### config.mk
export PLATFORM = sky130hd
export DESIGN_NAME = pipe_acc_core
export DESIGN_NICKNAME = d
export VERILOG_FILES = /design/src/rtl/pipe_acc_pkg.sv /design/src/rtl/pipe_acc_core_calc_w.sv /design/src/rtl/pipe_acc_core.sv
export SDC_FILE = /design/constraint.sdc
export NUM_CORES = 1
export LEC_CHECK = 0
export ABC_AREA = 1
export CAP_MARGIN = 30
export CORE_AREA = 2 2 136 138
export CTS_CLUSTER_DIAMETER = 40
export CTS_CLUSTER_SIZE = 24
export DETAILED_ROUTE_END_ITERATION = 12
export DIE_AREA = 0 0 138 140
export GPL_TIMING_DRIVEN = 0
export HOLD_SLACK_MARGIN = 0.15
export SETUP_SLACK_MARGIN = 0.4
export SLEW_MARGIN = 40
export SYNTH_ARGS = -nofsm -noshare
export SYNTH_HDL_FRONTEND = slang
export SYNTH_SLANG_ARGS = --single-unit
### constraint.sdc
create_clock -name clk1 -period 6.03 [get_ports clk1]
set_clock_uncertainty 0.1 [all_clocks]
set_input_delay 1.5075 -clock clk1 [delete_from_list [all_inputs] [get_ports clk1]]
set_output_delay 1.5075 -clock clk1 [all_outputs]
set_load 0.03 [all_outputs]
### src/rtl/pipe_acc_pkg.sv
// Opcode map, ALU control-word table and NOP encoding shared by the
// pipelined accumulator core.
package pipe_acc_pkg;

   localparam logic [4:0] OP_ALU_LAST = 5'd18;
   localparam logic [4:0] OP_STORE    = 5'd19;
   localparam logic [4:0] OP_JMP      = 5'd20;
   localparam logic [4:0] OP_JZ       = 5'd21;
   localparam logic [4:0] OP_JNG      = 5'd22;
   localparam logic [4:0] OP_HALT     = 5'd23;
   localparam logic [4:0] OP_NOP      = 5'd24;

   // Indirect bit and opcode of a NOP; the address field is all zeros.
   localparam logic [5:0] NOP_HI      = {1'b0, OP_NOP};

   localparam logic [5:0] CTL_PASS_X  = 6'b001100;

   // zx,nx,zy,ny,f,no for each opcode; non-ALU opcodes pass acc through.
   function automatic logic [5:0] ctrl_word(input logic [4:0] op);
      logic [5:0] cw;
      case (op)
         5'd0:    cw = 6'b101010;
         5'd1:    cw = 6'b111111;
         5'd2:    cw = 6'b111010;
         5'd3:    cw = 6'b001100;
         5'd4:    cw = 6'b110000;
         5'd5:    cw = 6'b001101;
         5'd6:    cw = 6'b110001;
         5'd7:    cw = 6'b001111;
         5'd8:    cw = 6'b110011;
         5'd9:    cw = 6'b011111;
         5'd10:   cw = 6'b110111;
         5'd11:   cw = 6'b001110;
         5'd12:   cw = 6'b110010;
         5'd13:   cw = 6'b000010;
         5'd14:   cw = 6'b010011;
         5'd15:   cw = 6'b000111;
         5'd16:   cw = 6'b000000;
         5'd17:   cw = 6'b010101;
         5'd18:   cw = 6'b110000;
         5'd19:   cw = CTL_PASS_X;
         5'd20:   cw = CTL_PASS_X;
         5'd21:   cw = CTL_PASS_X;
         5'd22:   cw = CTL_PASS_X;
         5'd23:   cw = CTL_PASS_X;
         default: cw = CTL_PASS_X;
      endcase
      return cw;
   endfunction

endpackage

### src/rtl/pipe_acc_core_calc_w.sv
// DW-bit six-control-bit ALU (zx,nx,zy,ny,f,no), purely combinational.
module calc_w #(
   parameter int DW = 16
) (
   input  logic [DW-1:0] x,
   input  logic [DW-1:0] y,
   input  logic [5:0]    ctl,
   output logic [DW-1:0] o,
   output logic          ng,
   output logic          zr
);

   logic [DW-1:0] xz_s, xn_s, yz_s, yn_s, f_s;

   // Condition both operands, select add or and, then optionally invert.
   always_comb begin
      xz_s = ctl[5] ? {DW{1'b0}} : x;
      xn_s = ctl[4] ? ~xz_s : xz_s;
      yz_s = ctl[3] ? {DW{1'b0}} : y;
      yn_s = ctl[2] ? ~yz_s : yz_s;
      f_s  = ctl[1] ? (xn_s + yn_s) : (xn_s & yn_s);
      o    = ctl[0] ? ~f_s : f_s;
      ng   = o[DW-1];
      zr   = (o == {DW{1'b0}});
   end

endmodule

### src/rtl/pipe_acc_core.sv
// Three-stage (IF, ID/operand fetch, EX/writeback) accumulator processor with
// operand and store forwarding, indirect-access stall, branch flush and freeze.
module pipe_acc_core
   import pipe_acc_pkg::*;
#(
   parameter int DW       = 16,
   parameter int AW       = 10,
   parameter int RESET_PC = 0
) (
   input  logic            clk1,
   input  logic            rst,
   input  logic            run,
   output logic [AW-1:0]   imem_addr,
   input  logic [AW+5:0]   imem_rdata,
   output logic [AW-1:0]   dmem_raddr,
   input  logic [DW-1:0]   dmem_rdata,
   output logic            dmem_we,
   output logic [AW-1:0]   dmem_waddr,
   output logic [DW-1:0]   dmem_wdata,
   output logic [DW-1:0]   acc,
   output logic            ng,
   output logic            zr,
   output logic            halted
);

   localparam int            IW        = AW + 6;
   localparam logic [AW-1:0] PC_INIT   = AW'(RESET_PC);
   localparam logic [IW-1:0] NOP_INSTR = {NOP_HI, {AW{1'b0}}};
   localparam logic [AW-1:0] PC_ONE    = {{(AW-1){1'b0}}, 1'b1};

   logic [AW-1:0] pc_r, ptr_r, idex_ea_r;
   logic [IW-1:0] ifid_r;
   logic          ind_phase_r, halted_r;
   logic [4:0]    idex_op_r;
   logic [DW-1:0] idex_y_r, acc_r;

   logic          id_stall_s, id_halt_s, id_br_s, id_taken_s, adv_s;
   logic          ex_alu_s, st_hit_s, alu_ng_s, alu_zr_s, cond_ng_s, cond_zr_s;
   logic [4:0]    id_op_s;
   logic [AW-1:0] id_ea_s;
   logic [5:0]    ex_ctl_s;
   logic [DW-1:0] rd_s, alu_o_s;

   // The second indirect cycle reads through the latched pointer.
   assign id_op_s    = ifid_r[IW-2:AW];
   assign id_ea_s    = ind_phase_r ? ptr_r : ifid_r[AW-1:0];
   assign id_stall_s = ifid_r[IW-1] & ~ind_phase_r;
   assign id_halt_s  = (id_op_s == OP_HALT) & ~id_stall_s;
   assign adv_s      = run & ~halted_r;

   assign ex_alu_s   = (idex_op_r <= OP_ALU_LAST);
   assign ex_ctl_s   = ctrl_word(idex_op_r);

   assign imem_addr  = pc_r;
   assign dmem_raddr = id_ea_s;
   assign dmem_we    = adv_s & (idex_op_r == OP_STORE);
   assign dmem_waddr = idex_ea_r;
   assign dmem_wdata = acc_r;
   assign acc        = acc_r;
   assign ng         = acc_r[DW-1];
   assign zr         = (acc_r == {DW{1'b0}});
   assign halted     = halted_r;

   assign st_hit_s   = dmem_we & (dmem_waddr == id_ea_s);
   assign rd_s       = st_hit_s ? dmem_wdata : dmem_rdata;

   calc_w #(.DW(DW)) u_calc (
      .x   (acc_r),
      .y   (idex_y_r),
      .ctl (ex_ctl_s),
      .o   (alu_o_s),
      .ng  (alu_ng_s),
      .zr  (alu_zr_s)
   );

   // Branch decision in ID; flags come from the EX result when EX writes acc.
   always_comb begin
      cond_ng_s = ex_alu_s ? alu_ng_s : acc_r[DW-1];
      cond_zr_s = ex_alu_s ? alu_zr_s : (acc_r == {DW{1'b0}});
      case (id_op_s)
         OP_JMP:  id_br_s = 1'b1;
         OP_JZ:   id_br_s = cond_zr_s;
         OP_JNG:  id_br_s = cond_ng_s;
         default: id_br_s = 1'b0;
      endcase
      id_taken_s = id_br_s & ~id_stall_s;
   end

   // Pipeline state; nothing moves while frozen or after HALT.
   always_ff @(posedge clk1 or negedge rst) begin
      if (!rst) begin
         pc_r        <= PC_INIT;
         ifid_r      <= NOP_INSTR;
         ind_phase_r <= 1'b0;
         ptr_r       <= {AW{1'b0}};
         idex_op_r   <= OP_NOP;
         idex_ea_r   <= {AW{1'b0}};
         idex_y_r    <= {DW{1'b0}};
         acc_r       <= {DW{1'b0}};
         halted_r    <= 1'b0;
      end else if (adv_s) begin
         if (id_halt_s) begin
            halted_r    <= 1'b1;
            ifid_r      <= NOP_INSTR;
            ind_phase_r <= 1'b0;
            idex_op_r   <= OP_NOP;
            idex_ea_r   <= {AW{1'b0}};
            idex_y_r    <= {DW{1'b0}};
         end else if (id_stall_s) begin
            ind_phase_r <= 1'b1;
            ptr_r       <= rd_s[AW-1:0];
            idex_op_r   <= OP_NOP;
            idex_ea_r   <= {AW{1'b0}};
            idex_y_r    <= {DW{1'b0}};
         end else begin
            ind_phase_r <= 1'b0;
            idex_op_r   <= id_op_s;
            idex_ea_r   <= id_ea_s;
            idex_y_r    <= rd_s;
            if (id_taken_s) begin
               pc_r   <= id_ea_s;
               ifid_r <= NOP_INSTR;
            end else begin
               pc_r   <= pc_r + PC_ONE;
               ifid_r <= imem_rdata;
            end
         end
         if (ex_alu_s) begin
            acc_r <= alu_o_s;
         end else begin
            acc_r <= acc_r;
         end
      end else begin
         halted_r <= halted_r;
      end
   end

endmodule

==> flow_metrics.env, run 1 <==
export IMPL_status="finished clean"
export IMPL_finalSetupViolations=0
export IMPL_crit_path_end_kind="output port"
export IMPL_nets=1096
export IMPL_synthMuxAreaShare_pct=0
export IMPL_finalHoldViolations=0
export IMPL_p_int_w=0.001073
export IMPL_clock_sinks=85
export IMPL_clk_latency_ns=0.34
export IMPL_drtIter0Drc=421
export IMPL_post_cts_resized=0
export IMPL_portBuffers=100
export IMPL_synth_seq_cells=85
export IMPL_yosys_top_cells_area="dfrtp_1, nand2_1, inv_1"
export IMPL_path_class="in -> out"
export IMPL_grt_pass1_vias=6027
export IMPL_synthToLayoutAreaGrowth_pct=25.22
export IMPL_place_ws_ns=0.5876
export IMPL_fp_coreArea_um2=17780
export IMPL_syn_area_um2=6306
export IMPL_p_leak_nw=4.087
export IMPL_hold_ws_ns=0.3790
export IMPL_final_common_cell="nand2_1"
export IMPL_die_height_um=140
export IMPL_setup_slack_ns=0.6164
export IMPL_synthFlopType="dfrtp_1"
export IMPL_dpl_cell_count=1256
export IMPL_ant_nets=0
export IMPL_pin_count=101
export IMPL_layout_common_cells="nand2_1, inv_1, clkdlybuf4s50_1"
export IMPL_avgSynthCellArea_um2=6.810
export IMPL_path_cells="clkdlybuf4s50_1 > inv_1 > nor2_1 > inv_1 > nor3_1 > clkdlybuf4s50_1"
export IMPL_grt_pass1_wl_mm=31.58
export IMPL_num_rows=49
export IMPL_period_share_pct=89.78
export IMPL_yosys_area_top_type="dfrtp_1"
export IMPL_cts_made_buffers=9
export IMPL_cp_required_ns=4.42
export IMPL_comb_power_share_pct=33.4
export IMPL_synth_async_reset_ratio_pct=100.0
export IMPL_multi_input_area_um2=3427
export IMPL_yosysWarningCount=0
export IMPL_grt_usage_pct=20.32
export IMPL_die_area_um2=19320
export IMPL_switchingPower_w=0.0005826
export IMPL_cp_max_fo=7
export IMPL_cts_buffer_depth=2
export IMPL_start_util_pct=35.47
export IMPL_vias=6197
export IMPL_crit_family="buffers and inverters"
export IMPL_arrival_ns=3.81
export IMPL_clkPwrFrac_pct=30.9
export IMPL_h_tree_depth=3
export IMPL_yosys_area_share_simple_pct=30.73
export IMPL_fmax_mhz=184.7
export IMPL_pwr_density_cell_nw_per_um2=209.7
export IMPL_rsz0062_at_grt="false"
export IMPL_clk_pin_slew_ns=0.06
export IMPL_yosys_area_top_type_share_pct=32.14
export IMPL_drive_above_1_share_pct=6.807
export IMPL_cp_num_buf_inv=4
export IMPL_synth_edf_count=0
export IMPL_start_kind="primary input"
export IMPL_grt_max_degree=60
export IMPL_cpPeakStageDelay_ns=0.78
export IMPL_setup_tns_ns=0
export IMPL_synth_xor_area_share_pct=6.389
export IMPL_routed_wl_mm=19.02
export IMPL_crit_slowest_cell="clkdlybuf4s50_1"
export IMPL_wl_per_cell_um=14.95
export IMPL_max_cap_violations=0
export IMPL_seqPwrFrac_pct=35.7
export IMPL_cts_tree="yes"
export IMPL_ir_worst_vdd_mv=0.1277
export IMPL_min_path_type="reg -> reg"
export IMPL_antenna_found_initial=0
export IMPL_root_buffer="clkbuf_16"
export IMPL_syn_inst=926
export IMPL_final_cells=1272
export IMPL_grt_overflow=0
export IMPL_nFillCells=1861
export IMPL_gp_congestion=0.8914
export IMPL_vias_per_cell=4.872
export IMPL_drc=0
export IMPL_finalCriticalPeriod_ns=5.414
export IMPL_register_area_um2=2132
export IMPL_slew_viol_final=0
export IMPL_drtPass1Iterations=5
export IMPL_synth_nets=984
export IMPL_synth_compound_area_share_pct=12.38
export IMPL_synth_top_family_by_area="simple AND/OR/NAND/NOR gates"
export IMPL_die_x_um=138
export IMPL_cts_hold_buf=0
export IMPL_n_antenna_cell=0
export IMPL_cts_setup_buffers=0
export IMPL_slew_headroom_pct=51.74
export IMPL_ys_types=44
export IMPL_swShare_pct=35.19
export IMPL_dp_hpwl_mm=15.33
export IMPL_worst_slew_pin_transition_ns=0.7163
export IMPL_synth_adder_area_share_pct=4.683
export IMPL_yosysSeqAreaShare_pct=33.81
path summary, 6_finish.rpt:
check	slack, ns	to	depth (start not counted)	startpoint
setup / recovery	0.62	dmem_we	6	run
hold / removal	0.38	ptr_r[3]	2	ptr_r[3]
setup reg to reg	1.09	imem_addr[6]	25	idex_op_r[1]
hold reg to reg	0.38	ptr_r[3]	2	ptr_r[3]
max in group asynchronous	4.28	idex_op_r[3]	2	rst
min in group asynchronous	0.93	dmem_waddr[1]	1	rst
power groups by stage:
stage	combinational (W)	clock, W	sequential, W
2_1_floorplan	0.000387	0	0.000603
3_3_place_gp	0.000539	0	0.000600
3_5_place_dp	0.000547	0	0.000600
4_1_cts	0.000550	0.000517	0.000590
5_1_grt	0.000635	0.000545	0.000592
6_report	0.000554	0.000512	0.000590
Yosys cell counts (8+ instances only):
cell type	number
a21oi_1	18
nand4_1	10
dfrtp_1	81
or2_2	9
nand2_1	280
inv_1	122
buf_2	8
o22ai_1	20
nor2_1	62
xor2_1	38
o21ai_0	81
xnor2_1	8
clkbuf_1	16
nand3_1	70
ha_1	22
buf_4	19
area by class of cell:
type                            instances  area share (%)
Tap cell                              229           3.629
Clock buffer                           14           3.217
Multi-Input combinational cell        665           43.40
Buffer                                 49           3.549
Clock inverter                          2          0.1268
Inverter                              127           6.037
Timing Repair Buffer                  101           13.04
Sequential cell                        85           27.00
routing by layer:
layer	vias to the layer above	wire length, um	global-route usage [%]
met4	0	289	5.209
met5	-	0	0
li1	3164	-	-
met2	147	9096	35.49
met1	2862	8847	26.69
met3	24	784	2.667
state kept, by name (all words and copies together), names as in the netlist:
name	cells
acc	16
halted	1
idex_y_r	16
imem_addr	10
ptr_r	10
idex_op_r	5
dmem_waddr	10
ind_phase_r	1
ifid_r	16
worst min-delay path, stage by stage (launching register included):
cell,delay (ns)
dfrtp_1,0.34
nand2_1,0.05
o21ai_0,0.05
stage by stage:
stage               area, um^2  util [%]  total power, W
finish                    7896     44.41        0.001656
detailed placement        7622     42.87        0.001147
CTS                       7886     44.36        0.001658
global placement          7594     42.71        0.001140
floorplan                 6306         -       0.0009898
global route              7896     44.41        0.001771
kinds of logic after synthesis:
logic type      Yosys count
compound gates          139
xor+xnor                 46
fa+ha+maj                23
buf+inv                 176
flops                    85
simple gates            457
No activity file was read; power rests on OpenSTA's default activity.
==> inputs of run 2 (changes only) <==
--- a/config.mk
+++ b/config.mk
@@ -8,7 +8,7 @@
 export ABC_AREA = 1
 export CAP_MARGIN = 30
 export CORE_AREA = 2 2 136 138
-export CTS_CLUSTER_DIAMETER = 40
+export CTS_CLUSTER_DIAMETER = 100
 export CTS_CLUSTER_SIZE = 24
 export DETAILED_ROUTE_END_ITERATION = 12
 export DIE_AREA = 0 0 138 140
==> results of run 2 <==
Final layout, timing and power as in run 1 (identical DEF).
==> inputs of run 3 (changes only) <==
--- a/config.mk
+++ b/config.mk
@@ -8,6 +8,7 @@
 export ABC_AREA = 1
 export CAP_MARGIN = 30
 export CORE_AREA = 2 2 136 138
+export CTS_BUF_LIST = sky130_fd_sc_hd__clkbuf_16
 export CTS_CLUSTER_DIAMETER = 100
 export CTS_CLUSTER_SIZE = 24
 export DETAILED_ROUTE_END_ITERATION = 12
==> run 3 against run 2 <==
Compared with the run above:
- fmax is essentially flat
- count of clock-buffer cells in the layout decreased by 5
- first-iteration DRC count up 4.3%
- die area stayed put
- register-to-register slack worse by 0.02 ns
- sequential share of layout area about the same
- via count down 0.15%
- non-clock buffer count stayed put
- global-route usage hardly changed
- sequential power about the same
- final area is 0.13% lower
- critical endpoint unchanged
- largest cell class unchanged
==> flow_metrics.env, run 3 (same netlist as run 1, synthesis figures left out) <==
export IMPL_grt_usage_pct=20.31
export IMPL_multi_input_area_um2=3427
export IMPL_nFillCells=1860
export IMPL_drc=0
export IMPL_holdPathStages=2
export IMPL_hold_start="ptr_r[3]"
export IMPL_cp_max_fo=7
export IMPL_cts_made_buffers=9
export IMPL_clk_latency_ns=0.34
export IMPL_finalHoldViolations=0
export IMPL_grt_pass1_vias=6019
export IMPL_slew_headroom_pct=49.50
export IMPL_max_cap_violations=0
export IMPL_p_total_w=0.001638
export IMPL_setup_tns_ns=0
export IMPL_die_height_um=140
export IMPL_vias=6188
export IMPL_drive_above_1_share_pct=6.711
export IMPL_hold_path_end="ptr_r[3]"
export IMPL_drtPass1Iterations=7
export IMPL_worstRegToRegCells=25
export IMPL_period_share_pct=89.76
export IMPL_slew_viol_final=0
export IMPL_clk_pin_slew_ns=0.06
export IMPL_ant_nets=0
export IMPL_crit_path_end_kind="output port"
export IMPL_hold_ws_ns=0.3790
export IMPL_rsz0062_at_grt="false"
export IMPL_root_buffer="clkbuf_16"
export IMPL_post_cts_resized=0
export IMPL_finalSetupViolations=0
export IMPL_h_tree_depth=3
export IMPL_register_area_um2=2132
export IMPL_synthToLayoutAreaGrowth_pct=25.06
export IMPL_arrival_ns=3.81
export IMPL_portBuffers=100
export IMPL_nets=1096
export IMPL_cts_buffer_depth=2
export IMPL_p_leak_nw=4.098
export IMPL_pwr_density_cell_nw_per_um2=207.7
export IMPL_routed_wl_mm=19.11
export IMPL_path_class="in -> out"
export IMPL_fp_coreArea_um2=17780
export IMPL_die_area_um2=19320
export IMPL_ir_worst_vdd_mv=0.1295
export IMPL_finalCriticalPeriod_ns=5.413
export IMPL_timing_rr_start="idex_op_r[1]"
export IMPL_antenna_found_initial=0
export IMPL_num_rows=49
export IMPL_grt_overflow=0
export IMPL_r2r_end="imem_addr[6]"
export IMPL_dp_hpwl_mm=15.33
export IMPL_layout_common_cells="nand2_1, inv_1, clkdlybuf4s50_1"
export IMPL_grt_pass1_wl_mm=31.57
export IMPL_n_antenna_cell=0
export IMPL_cp_required_ns=4.42
export IMPL_clock_sinks=85
export IMPL_cts_tree="yes"
export IMPL_setup_slack_ns=0.6174
export IMPL_start_kind="primary input"
export IMPL_wl_per_cell_um=15.02
export IMPL_start_util_pct=35.47
export IMPL_gp_congestion=0.8914
export IMPL_vias_per_cell=4.865
export IMPL_rrSetupSlack_ns=1.07
export IMPL_fmax_mhz=184.8
export IMPL_worst_slew_pin_transition_ns=0.7496
export IMPL_status="finished clean"
export IMPL_die_x_um=138
export IMPL_cts_hold_buf=0
export IMPL_cts_setup_buffers=0
export IMPL_place_ws_ns=0.5876
export IMPL_startpoint="run"
export IMPL_min_path_type="reg -> reg"
export IMPL_grt_max_degree=60
export IMPL_drtIter0Drc=439
export IMPL_pin_count=101
export IMPL_final_common_cell="nand2_1"
==> run 3: cell types whose count changed in the layout (fill, tap and decap cells not counted), sizes merged <==
| cell | before | now |
|---|---|---|
| inv | 126 | 130 |
| clkbuf | 30 | 25 |
| clkinv | 3 | 4 |
==> run 3: cell type report <==
class / instances / share of cell area [%]
tap: 229 / 3.633
clock inverter: 7 / 0.3649
sequential: 85 / 27.03
clock buffer: 9 / 2.856
inverter: 127 / 6.045
buffer: 49 / 3.554
multi-input combinational: 665 / 43.46
timing repair buffer: 101 / 13.06
==> run 3: worst max-delay path by stage <==
stage              end  slack [ns]
2_1_floorplan  dmem_we        1.87
3_3_place_gp    acc[6]        0.14
3_5_place_dp   dmem_we        0.59
4_1_cts        dmem_we        0.57
5_1_grt        dmem_we        0.48
6_report       dmem_we        0.62
==> run 3: through the flow <==
step                cell area (um^2)  instances  util, %
global route                    7886       1272    44.36
floorplan                       6306        926        -
finish                          7886       1272    44.36
CTS                             7876       1272    44.30
detailed placement              7622       1256    42.87
global placement                7594       1255    42.71
==> run 3: critical path: stages <==
cell and delay, ns:
clkdlybuf4s50_1 0.45, inv_1 0.04, nor2_1 0.33, inv_1 0.22, nor3_1 0.47, clkdlybuf4s50_1 0.78
==> run 3: power breakdown <==
| part | internal, W | total (W) | switching, W |
|---|---|---|---|
| Sequential | 0.000583 | 0.000590 | 0.00000732 |
| Clock | 0.000270 | 0.000494 | 0.000224 |
| Combinational | 0.000200 | 0.000554 | 0.000354 |
==> run 3: per-layer routing <==
| layer | track usage (%) | vias to the layer above | wire, um |
|---|---|---|---|
| li1 | - | 3160 | - |
| met1 | 26.71 | 2848 | 8865 |
| met2 | 35.44 | 155 | 9144 |
| met5 | 0 | - | 0 |
| met3 | 2.667 | 25 | 801 |
| met4 | 5.209 | 0 | 297 |
